File: src/rtl/detect_cfg_pkg.sv
// detect_cfg_pkg: shared constants for the pixel sequence detector configuration.
// Holds the FSM encodings, the threshold/filter limits used by both this
// controller and the detector datapath, and the saturating step helpers.
package detect_cfg_pkg;

    localparam int THR_W = 8;

    localparam logic [THR_W-1:0] THR_DEFAULT = 8'd30;
    localparam logic [THR_W-1:0] THR_MIN     = 8'd10;
    localparam logic [THR_W-1:0] THR_MAX     = 8'd95;
    localparam logic [THR_W-1:0] THR_STEP    = 8'd5;
    localparam logic [2:0]       FILT_DEFAULT = 3'd2;
    localparam logic [2:0]       FILT_MAX     = 3'd7;

    localparam logic [2:0] ST_IDLE         = 3'd0;
    localparam logic [2:0] ST_PENDING      = 3'd1;
    localparam logic [2:0] ST_APPLY        = 3'd2;
    localparam logic [2:0] ST_WAIT_RELEASE = 3'd3;
    localparam logic [2:0] ST_REPEAT       = 3'd4;

    // One extra bit so that "current - step" shows an underflow in the MSB.
    typedef logic [THR_W:0] thr_ext_t;

    function automatic logic [THR_W-1:0] thr_step(input logic [THR_W-1:0] cur,
                                                  input logic             up);
        thr_ext_t sum_s;
        if (up) begin
            sum_s = {1'b0, cur} + {1'b0, THR_STEP};
            if (sum_s > {1'b0, THR_MAX}) begin
                sum_s = {1'b0, THR_MAX};
            end else begin
                sum_s = sum_s;
            end
        end else begin
            sum_s = {1'b0, cur} - {1'b0, THR_STEP};
            if (sum_s[THR_W] || (sum_s < {1'b0, THR_MIN})) begin
                sum_s = {1'b0, THR_MIN};
            end else begin
                sum_s = sum_s;
            end
        end
        return sum_s[THR_W-1:0];
    endfunction

    function automatic logic [2:0] filt_step(input logic [2:0] cur, input logic up);
        logic [2:0] res_s;
        if (up) begin
            res_s = (cur == FILT_MAX) ? cur : cur + 3'd1;
        end else begin
            res_s = (cur == 3'd0) ? cur : cur - 3'd1;
        end
        return res_s;
    endfunction

endpackage

File: src/rtl/detect_cfg_ctrl_key_debounce.sv
// key_debounce: 2-flop synchroniser followed by a stability counter.
// The debounced level follows the synchronised key only after it has differed
// from the current level for DEBOUNCE_CYCLES consecutive cycles.
// Ports: clock, reset (async, active-high), key_raw (async input),
//        key_level (debounced level, resets to 1 = released).
module key_debounce #(
    parameter int DEBOUNCE_CYCLES = 500000
) (
    input  logic clock,
    input  logic reset,
    input  logic key_raw,
    output logic key_level
);

    localparam int CW = (DEBOUNCE_CYCLES > 2) ? $clog2(DEBOUNCE_CYCLES) : 1;
    typedef logic [CW-1:0] cnt_t;

    logic meta_q;
    logic sync_q;
    logic level_q, level_d;
    cnt_t cnt_q, cnt_d;

    // Synchroniser, counter and level registers.
    always_ff @(posedge clock or posedge reset) begin
        if (reset) begin
            meta_q  <= 1'b1;
            sync_q  <= 1'b1;
            level_q <= 1'b1;
            cnt_q   <= cnt_t'(1'b0);
        end else begin
            meta_q  <= key_raw;
            sync_q  <= meta_q;
            level_q <= level_d;
            cnt_q   <= cnt_d;
        end
    end

    // Count how long the synchronised key has disagreed with the level.
    always_comb begin
        level_d = level_q;
        cnt_d   = cnt_t'(1'b0);
        if (sync_q != level_q) begin
            if (cnt_q == cnt_t'(DEBOUNCE_CYCLES - 1)) begin
                level_d = sync_q;
            end else begin
                cnt_d = cnt_q + cnt_t'(1'b1);
            end
        end else begin
            cnt_d = cnt_t'(1'b0);
        end
    end

    assign key_level = level_q;

endmodule

File: src/rtl/detect_cfg_ctrl.sv
// detect_cfg_ctrl: debounces KEY[2:0], stages threshold / filter changes and
// commits them on a vsync rising edge (or immediately when SW[6] = 1).
// Ports: clock, reset (async, active-high), KEY[2:0] (active-low buttons),
//        SW[8:6] (target / lock / immediate), vsync,
//        counter_threshold, filter_level, cfg_update (commit pulse),
//        busy (FSM not idle), current_state (FSM encoding).
// Optional feature macro: AUTO_REPEAT_EN (held KEY[1]/KEY[2] repeats steps).
module detect_cfg_ctrl
    import detect_cfg_pkg::*;
#(
    parameter int DEBOUNCE_CYCLES = 500000
`ifdef AUTO_REPEAT_EN
    , parameter int REPEAT_CYCLES = 25000000
`endif
) (
    input  logic             clock,
    input  logic             reset,
    input  logic [2:0]       KEY,
    input  logic [8:6]       SW,
    input  logic             vsync,
    output logic [THR_W-1:0] counter_threshold,
    output logic [2:0]       filter_level,
    output logic             cfg_update,
    output logic             busy,
    output logic [2:0]       current_state
);

    logic [2:0]       key_lvl_s;
    logic [2:0]       key_prev_q;
    logic [2:0]       key_fall_s;
    logic [8:6]       sw_meta_q, sw_q;
    logic             vs_q, vs_prev_q;
    logic             frame_edge_s;
    logic [2:0]       state_q, state_d;
    logic [THR_W-1:0] thr_q, thr_d, thr_stage_q, thr_stage_d;
    logic [2:0]       filt_q, filt_d, filt_stage_q, filt_stage_d;
    logic             upd_q, upd_d;
    logic             busy_q, busy_d;
    logic             step_up_s;

`ifdef AUTO_REPEAT_EN
    localparam int RCW = (REPEAT_CYCLES > 2) ? $clog2(REPEAT_CYCLES) : 1;
    typedef logic [RCW-1:0] rep_cnt_t;
    rep_cnt_t rep_cnt_q, rep_cnt_d;
`endif

    genvar g;
    for (g = 0; g < 3; g++) begin : g_key
        key_debounce #(.DEBOUNCE_CYCLES(DEBOUNCE_CYCLES)) u_deb (
            .clock     (clock),
            .reset     (reset),
            .key_raw   (KEY[g]),
            .key_level (key_lvl_s[g])
        );
    end

    assign key_fall_s   = key_prev_q & ~key_lvl_s;
    assign frame_edge_s = vs_q & ~vs_prev_q;
    // KEY[0] is handled separately, so the step direction only has to
    // distinguish KEY[1] (up) from KEY[2] (down).
    assign step_up_s    = key_fall_s[1];

    // State, committed outputs, staging and input conditioning registers.
    always_ff @(posedge clock or posedge reset) begin
        if (reset) begin
            key_prev_q   <= 3'b111;
            sw_meta_q    <= 3'b000;
            sw_q         <= 3'b000;
            vs_q         <= 1'b0;
            vs_prev_q    <= 1'b0;
            state_q      <= ST_IDLE;
            thr_q        <= THR_DEFAULT;
            filt_q       <= FILT_DEFAULT;
            thr_stage_q  <= THR_DEFAULT;
            filt_stage_q <= FILT_DEFAULT;
            upd_q        <= 1'b0;
            busy_q       <= 1'b0;
`ifdef AUTO_REPEAT_EN
            rep_cnt_q    <= rep_cnt_t'(1'b0);
`endif
        end else begin
            key_prev_q   <= key_lvl_s;
            sw_meta_q    <= SW;
            sw_q         <= sw_meta_q;
            vs_q         <= vsync;
            vs_prev_q    <= vs_q;
            state_q      <= state_d;
            thr_q        <= thr_d;
            filt_q       <= filt_d;
            thr_stage_q  <= thr_stage_d;
            filt_stage_q <= filt_stage_d;
            upd_q        <= upd_d;
            busy_q       <= busy_d;
`ifdef AUTO_REPEAT_EN
            rep_cnt_q    <= rep_cnt_d;
`endif
        end
    end

    // Next-state, staging and commit logic.
    always_comb begin
        state_d      = state_q;
        thr_d        = thr_q;
        filt_d       = filt_q;
        thr_stage_d  = thr_stage_q;
        filt_stage_d = filt_stage_q;
        upd_d        = 1'b0;
`ifdef AUTO_REPEAT_EN
        rep_cnt_d    = rep_cnt_t'(1'b0);
`endif
        case (state_q)
            ST_IDLE: begin
                if (!sw_q[7] && (key_fall_s != 3'b000)) begin
                    state_d = ST_PENDING;
                    if (key_fall_s[0]) begin
                        thr_stage_d  = THR_DEFAULT;
                        filt_stage_d = FILT_DEFAULT;
                    end else if (sw_q[8]) begin
                        thr_stage_d  = thr_q;
                        filt_stage_d = filt_step(filt_q, step_up_s);
                    end else begin
                        thr_stage_d  = thr_step(thr_q, step_up_s);
                        filt_stage_d = filt_q;
                    end
                end else begin
                    state_d = ST_IDLE;
                end
            end
            ST_PENDING: begin
                if (sw_q[6] || frame_edge_s) begin
                    state_d = ST_APPLY;
                end else begin
                    state_d = ST_PENDING;
                end
            end
            ST_APPLY: begin
                thr_d   = thr_stage_q;
                filt_d  = filt_stage_q;
                upd_d   = 1'b1;
                state_d = ST_WAIT_RELEASE;
            end
            ST_WAIT_RELEASE: begin
                if (&key_lvl_s) begin
                    state_d = ST_IDLE;
`ifdef AUTO_REPEAT_EN
                end else if (!key_lvl_s[1] || !key_lvl_s[2]) begin
                    if (rep_cnt_q == rep_cnt_t'(REPEAT_CYCLES - 1)) begin
                        state_d = ST_REPEAT;
                    end else begin
                        rep_cnt_d = rep_cnt_q + rep_cnt_t'(1'b1);
                        state_d   = ST_WAIT_RELEASE;
                    end
`endif
                end else begin
                    state_d = ST_WAIT_RELEASE;
                end
            end
`ifdef AUTO_REPEAT_EN
            ST_REPEAT: begin
                // Direction follows whichever step key is still held.
                state_d = ST_PENDING;
                if (sw_q[8]) begin
                    thr_stage_d  = thr_q;
                    filt_stage_d = filt_step(filt_q, !key_lvl_s[1]);
                end else begin
                    thr_stage_d  = thr_step(thr_q, !key_lvl_s[1]);
                    filt_stage_d = filt_q;
                end
            end
`endif
            default: begin
                state_d = ST_IDLE;
            end
        endcase
        busy_d = (state_d != ST_IDLE);
    end

    assign counter_threshold = thr_q;
    assign filter_level      = filt_q;
    assign cfg_update        = upd_q;
    assign busy              = busy_q;
    assign current_state     = state_q;

endmodule

File: config.mk
export PLATFORM = sky130hd
export DESIGN_NAME = detect_cfg_ctrl
export DESIGN_NICKNAME = d
export VERILOG_FILES = /design/src/rtl/detect_cfg_pkg.sv /design/src/rtl/detect_cfg_ctrl_key_debounce.sv /design/src/rtl/detect_cfg_ctrl.sv
export SDC_FILE = /design/constraint.sdc
export NUM_CORES = 1
export LEC_CHECK = 0
export CAP_MARGIN = 0
export CORE_ASPECT_RATIO = 0.5
export CORE_UTILIZATION = 50
export CTS_CLUSTER_DIAMETER = 80
export CTS_CLUSTER_SIZE = 24
export DETAILED_ROUTE_END_ITERATION = 16
export GPL_TIMING_DRIVEN = 0
export PLACE_DENSITY = 0.66
export SLEW_MARGIN = 25
export SYNTH_ARGS = -nofsm -noshare
export SYNTH_HDL_FRONTEND = slang
export SYNTH_SLANG_ARGS = --single-unit
export TNS_END_PERCENT = 100
File: constraint.sdc
create_clock -name clock -period 10.45 [get_ports clock]
set_clock_uncertainty 0.15 [all_clocks]
set_input_delay 1.5675 -clock clock [delete_from_list [all_inputs] [get_ports clock]]
set_output_delay 1.5675 -clock clock [all_outputs]
set_load 0.01 [all_outputs]
==> impl_metrics.json <==
{
  "outcome": "finished clean",
  "grt_pass1_vias": 3492,
  "gr-total-overflow": 0,
  "cts_buffers": 9,
  "tightest_slew_ns": 0.6321,
  "syn_area_um2": 5099,
  "area_growth_pct": 14.63,
  "fmax_mhz": 312.1,
  "grt_busiest_layer": "met2",
  "worst_path_dominant_cell_family": "flip-flops",
  "yosys-top-cells-area": "dfrtp_1, dfstp_2, nor2_1, xor2_1, xnor2_1",
  "setup_tns_ns": 0,
  "via_per_inst": 5.352,
  "crit_required_ns": 8.73,
  "endpoint_kind": "primary output",
  "powerDensity_nw_per_um2": 134.7,
  "rr_startpoint": "counter_threshold[1]",
  "cts-root-buf": "clkbuf_16",
  "cts_hold_buf": 0,
  "gp_routability_congestion": 0.8925,
  "final_max_slew_viol_count": 0,
  "crit_path_max_fanout": 8,
  "fin_nets": 575,
  "start_kind": "register",
  "hold_class": "register to register",
  "initial_utilization_pct": 52.75,
  "synth_edf_count": 0,
  "dr.pass1.iters": 4,
  "dr_total_vias": 3730,
  "finalSetupViolations": 0,
  "synth_top_cell_by_area": "dfrtp_1",
  "stdcell_count": 697,
  "drt_iter0_markers": 217,
  "ys_async_sr_fraction_pct": 100.0,
  "post-synth-top-area-fraction_pct": 39.75,
  "clkSlewWorstSetupHoldPaths_ns": 0.06,
  "finalCritPeriodShare_pct": 30.66,
  "placed_cells": 681,
  "seq_area_frac_synth_pct": 51.09,
  "grt_first_pass_wirelength_mm": 16.46,
  "die_h_um": 73.41,
  "syn-mean-instance-area_um2": 9.768,
  "ctsResizeCount": 0,
  "dieArea_um2": 10630,
  "use_met3_pct": 4.563,
  "io-pin-count": 25,
  "worstPathCellList": "clkdlybuf4s50_1",
  "diodes": 0,
  "stdcell_area_um2": 5844,
  "antenna_found_initial": 0,
  "critical_path_class": "register to primary output",
  "max_stage_delay_ns": 0.60,
  "slowest_stage": "dfstp_2",
  "routedWlPerCell_um": 14.20,
  "ys_types": 57,
  "fillers": 816,
  "cp.arrival_ns": 1.49,
  "met2_usage_pct": 32.53,
  "num_rows": 25,
  "clk_latency_ns": 0.34,
  "gr-usage-met1_pct": 27.44,
  "synth-main-ff-cell": "dfrtp_1",
  "synth_nets": 540,
  "ys_ff_latch": 103,
  "crit_start": "counter_threshold[2]",
  "postCtsSetupBuffers": 0,
  "yosys_warnings": 0,
  "hpwl_mm": 6.725,
  "drt_wl_total_mm": 9.896,
  "period_minus_slack_ns": 3.204,
  "grt_max_degree": 65,
  "track_usage_pct": 20.26,
  "tritoncts": "done",
  "htree_levels": 3,
  "drive_above_1_share_pct": 9.075,
  "drcViolationCount": 0,
  "ir_worst_vdd_mv": 0.08591,
  "die_x_um": 144.8,
  "crit_buf_inv": 1,
  "worstHoldStart": "sw_meta_q[8]",
  "portBuffers": 23,
  "core_area_um2": 9666,
  "synth_cells": 522,
  "clockBufferDepth": 2,
  "slew_headroom_pct": 57.58,
  "maxCapViolations": 0,
  "p_leak_nw": 2.441,
  "placed_cell_area_um2": 5530,
  "finalHoldViolations": 0,
  "rsz0062_at_grt": "false",
  "clkSinkCount": 103,
  "antenna_left": 0
}
## cell usage in the layout (no fill, tap or decap), drive strengths merged, types with 4 or more instances in the layout
cell type,n
buf,7
dfrtp,81
clkdlybuf4s50,23
a21oi,17
and4,4
clkbuf,25
ha,9
nor3,12
dfstp,22
nor2b,6
and3,11
nand4,12
nand2,40
xor2,30
nand2b,5
nand3,33
o21ai,27
xnor2,28
nor4,5
inv,19
mux2,7
nor2,82
## kinds of logic after synthesis
group / synth area share (%)
AND/OR/NAND/NOR: 22.26
flip-flops: 51.09
adder cells (fa/ha/maj): 2.209
other: 0.07355
buffers and inverters: 3.067
multiplexers: 1.742
AO/OA/AOI/OAI: 9.595
XOR/XNOR: 9.963
## registers in the layout, indices dropped and copies added, names as in the netlist
signal                 flops
sw_meta_q                  3
key_prev_q                 3
cfg_update                 1
counter_threshold          8
g_key.u_deb.meta_q         3
g_key.u_deb.sync_q         3
filt_stage_q               3
thr_stage_q                8
g_key.u_deb.cnt_q         57
sw_q                       3
vs_q                       1
g_key.u_deb.key_level      3
vs_prev_q                  1
current_state              2
busy                       1
filter_level               3
## layer usage
| layer | routed length [um] | up-vias |
|---|---|---|
| met5 | 0 | - |
| met4 | 127 | 0 |
| met3 | 349 | 12 |
| met2 | 4486 | 64 |
| met1 | 4933 | 1792 |
| li1 | - | 1862 |
## stage by stage
step                      utilization, %  power, mW  worst slack [ns]  hold slack (ns)
after global placement             56.88     0.4408             4.543           0.1832
after detailed placement           57.22     0.4430             7.331           0.1864
after CTS                          60.47     0.7966             7.232           0.2012
final                              60.47     0.7875             7.246           0.1980
after global routing               60.47     0.8155             7.150           0.2088
after floorplan                        -     0.4323             6.065           0.1812
## cell usage after synthesis, types with 5 or more instances
library cell  number
nand4_1           12
o21ai_1           16
nor3_1            12
ha_1               9
a21oi_1           17
and3_1            11
o21ai_0           11
inv_1             18
dfstp_2           22
xnor2_1           28
nand3_1           32
nor4_1             5
nand2_1           40
nor2_1            81
clkbuf_1          14
dfrtp_1           81
xor2_1            30
nor2b_1            6
nand2b_1           5
## area by class of cell
| type | instances | area (um^2) | share of cell area, % |
|---|---|---|---|
| Sequential cell | 103 | 2605 | 44.57 |
| Inverter | 18 | 72.57 | 1.242 |
| Clock buffer | 11 | 232.7 | 3.982 |
| Tap cell | 135 | 168.9 | 2.890 |
| Timing Repair Buffer | 24 | 257.7 | 4.410 |
| Buffer | 20 | 88.84 | 1.520 |
| Multi-Input combinational cell | 381 | 2337 | 39.99 |
| Clock inverter | 5 | 81.33 | 1.392 |
## path summary, 6_finish.rpt
| check | cells past startpoint | slack [ns] | endpoint |
|---|---|---|---|
| worst max-delay path | 1 | 7.25 | counter_threshold[2] |
| worst min-delay path | 0 | 0.20 | sw_q[8] |
| worst max register to register | 9 | 7.30 | thr_stage_q[0] |
| worst min register to register | 0 | 0.20 | sw_q[8] |
| max in group asynchronous | 3 | 8.03 | g_key[1].u_deb.key_level |
| min in group asynchronous | 2 | 1.45 | g_key[2].u_deb.cnt_q[7] |
## power by group
group / switching, mW / internal [mW] / total, mW
registers: 0.00408 / 0.405 / 0.409
logic: 0.0165 / 0.00878 / 0.0253
clock network: 0.142 / 0.211 / 0.353
(Power assumes the default switching activity.)
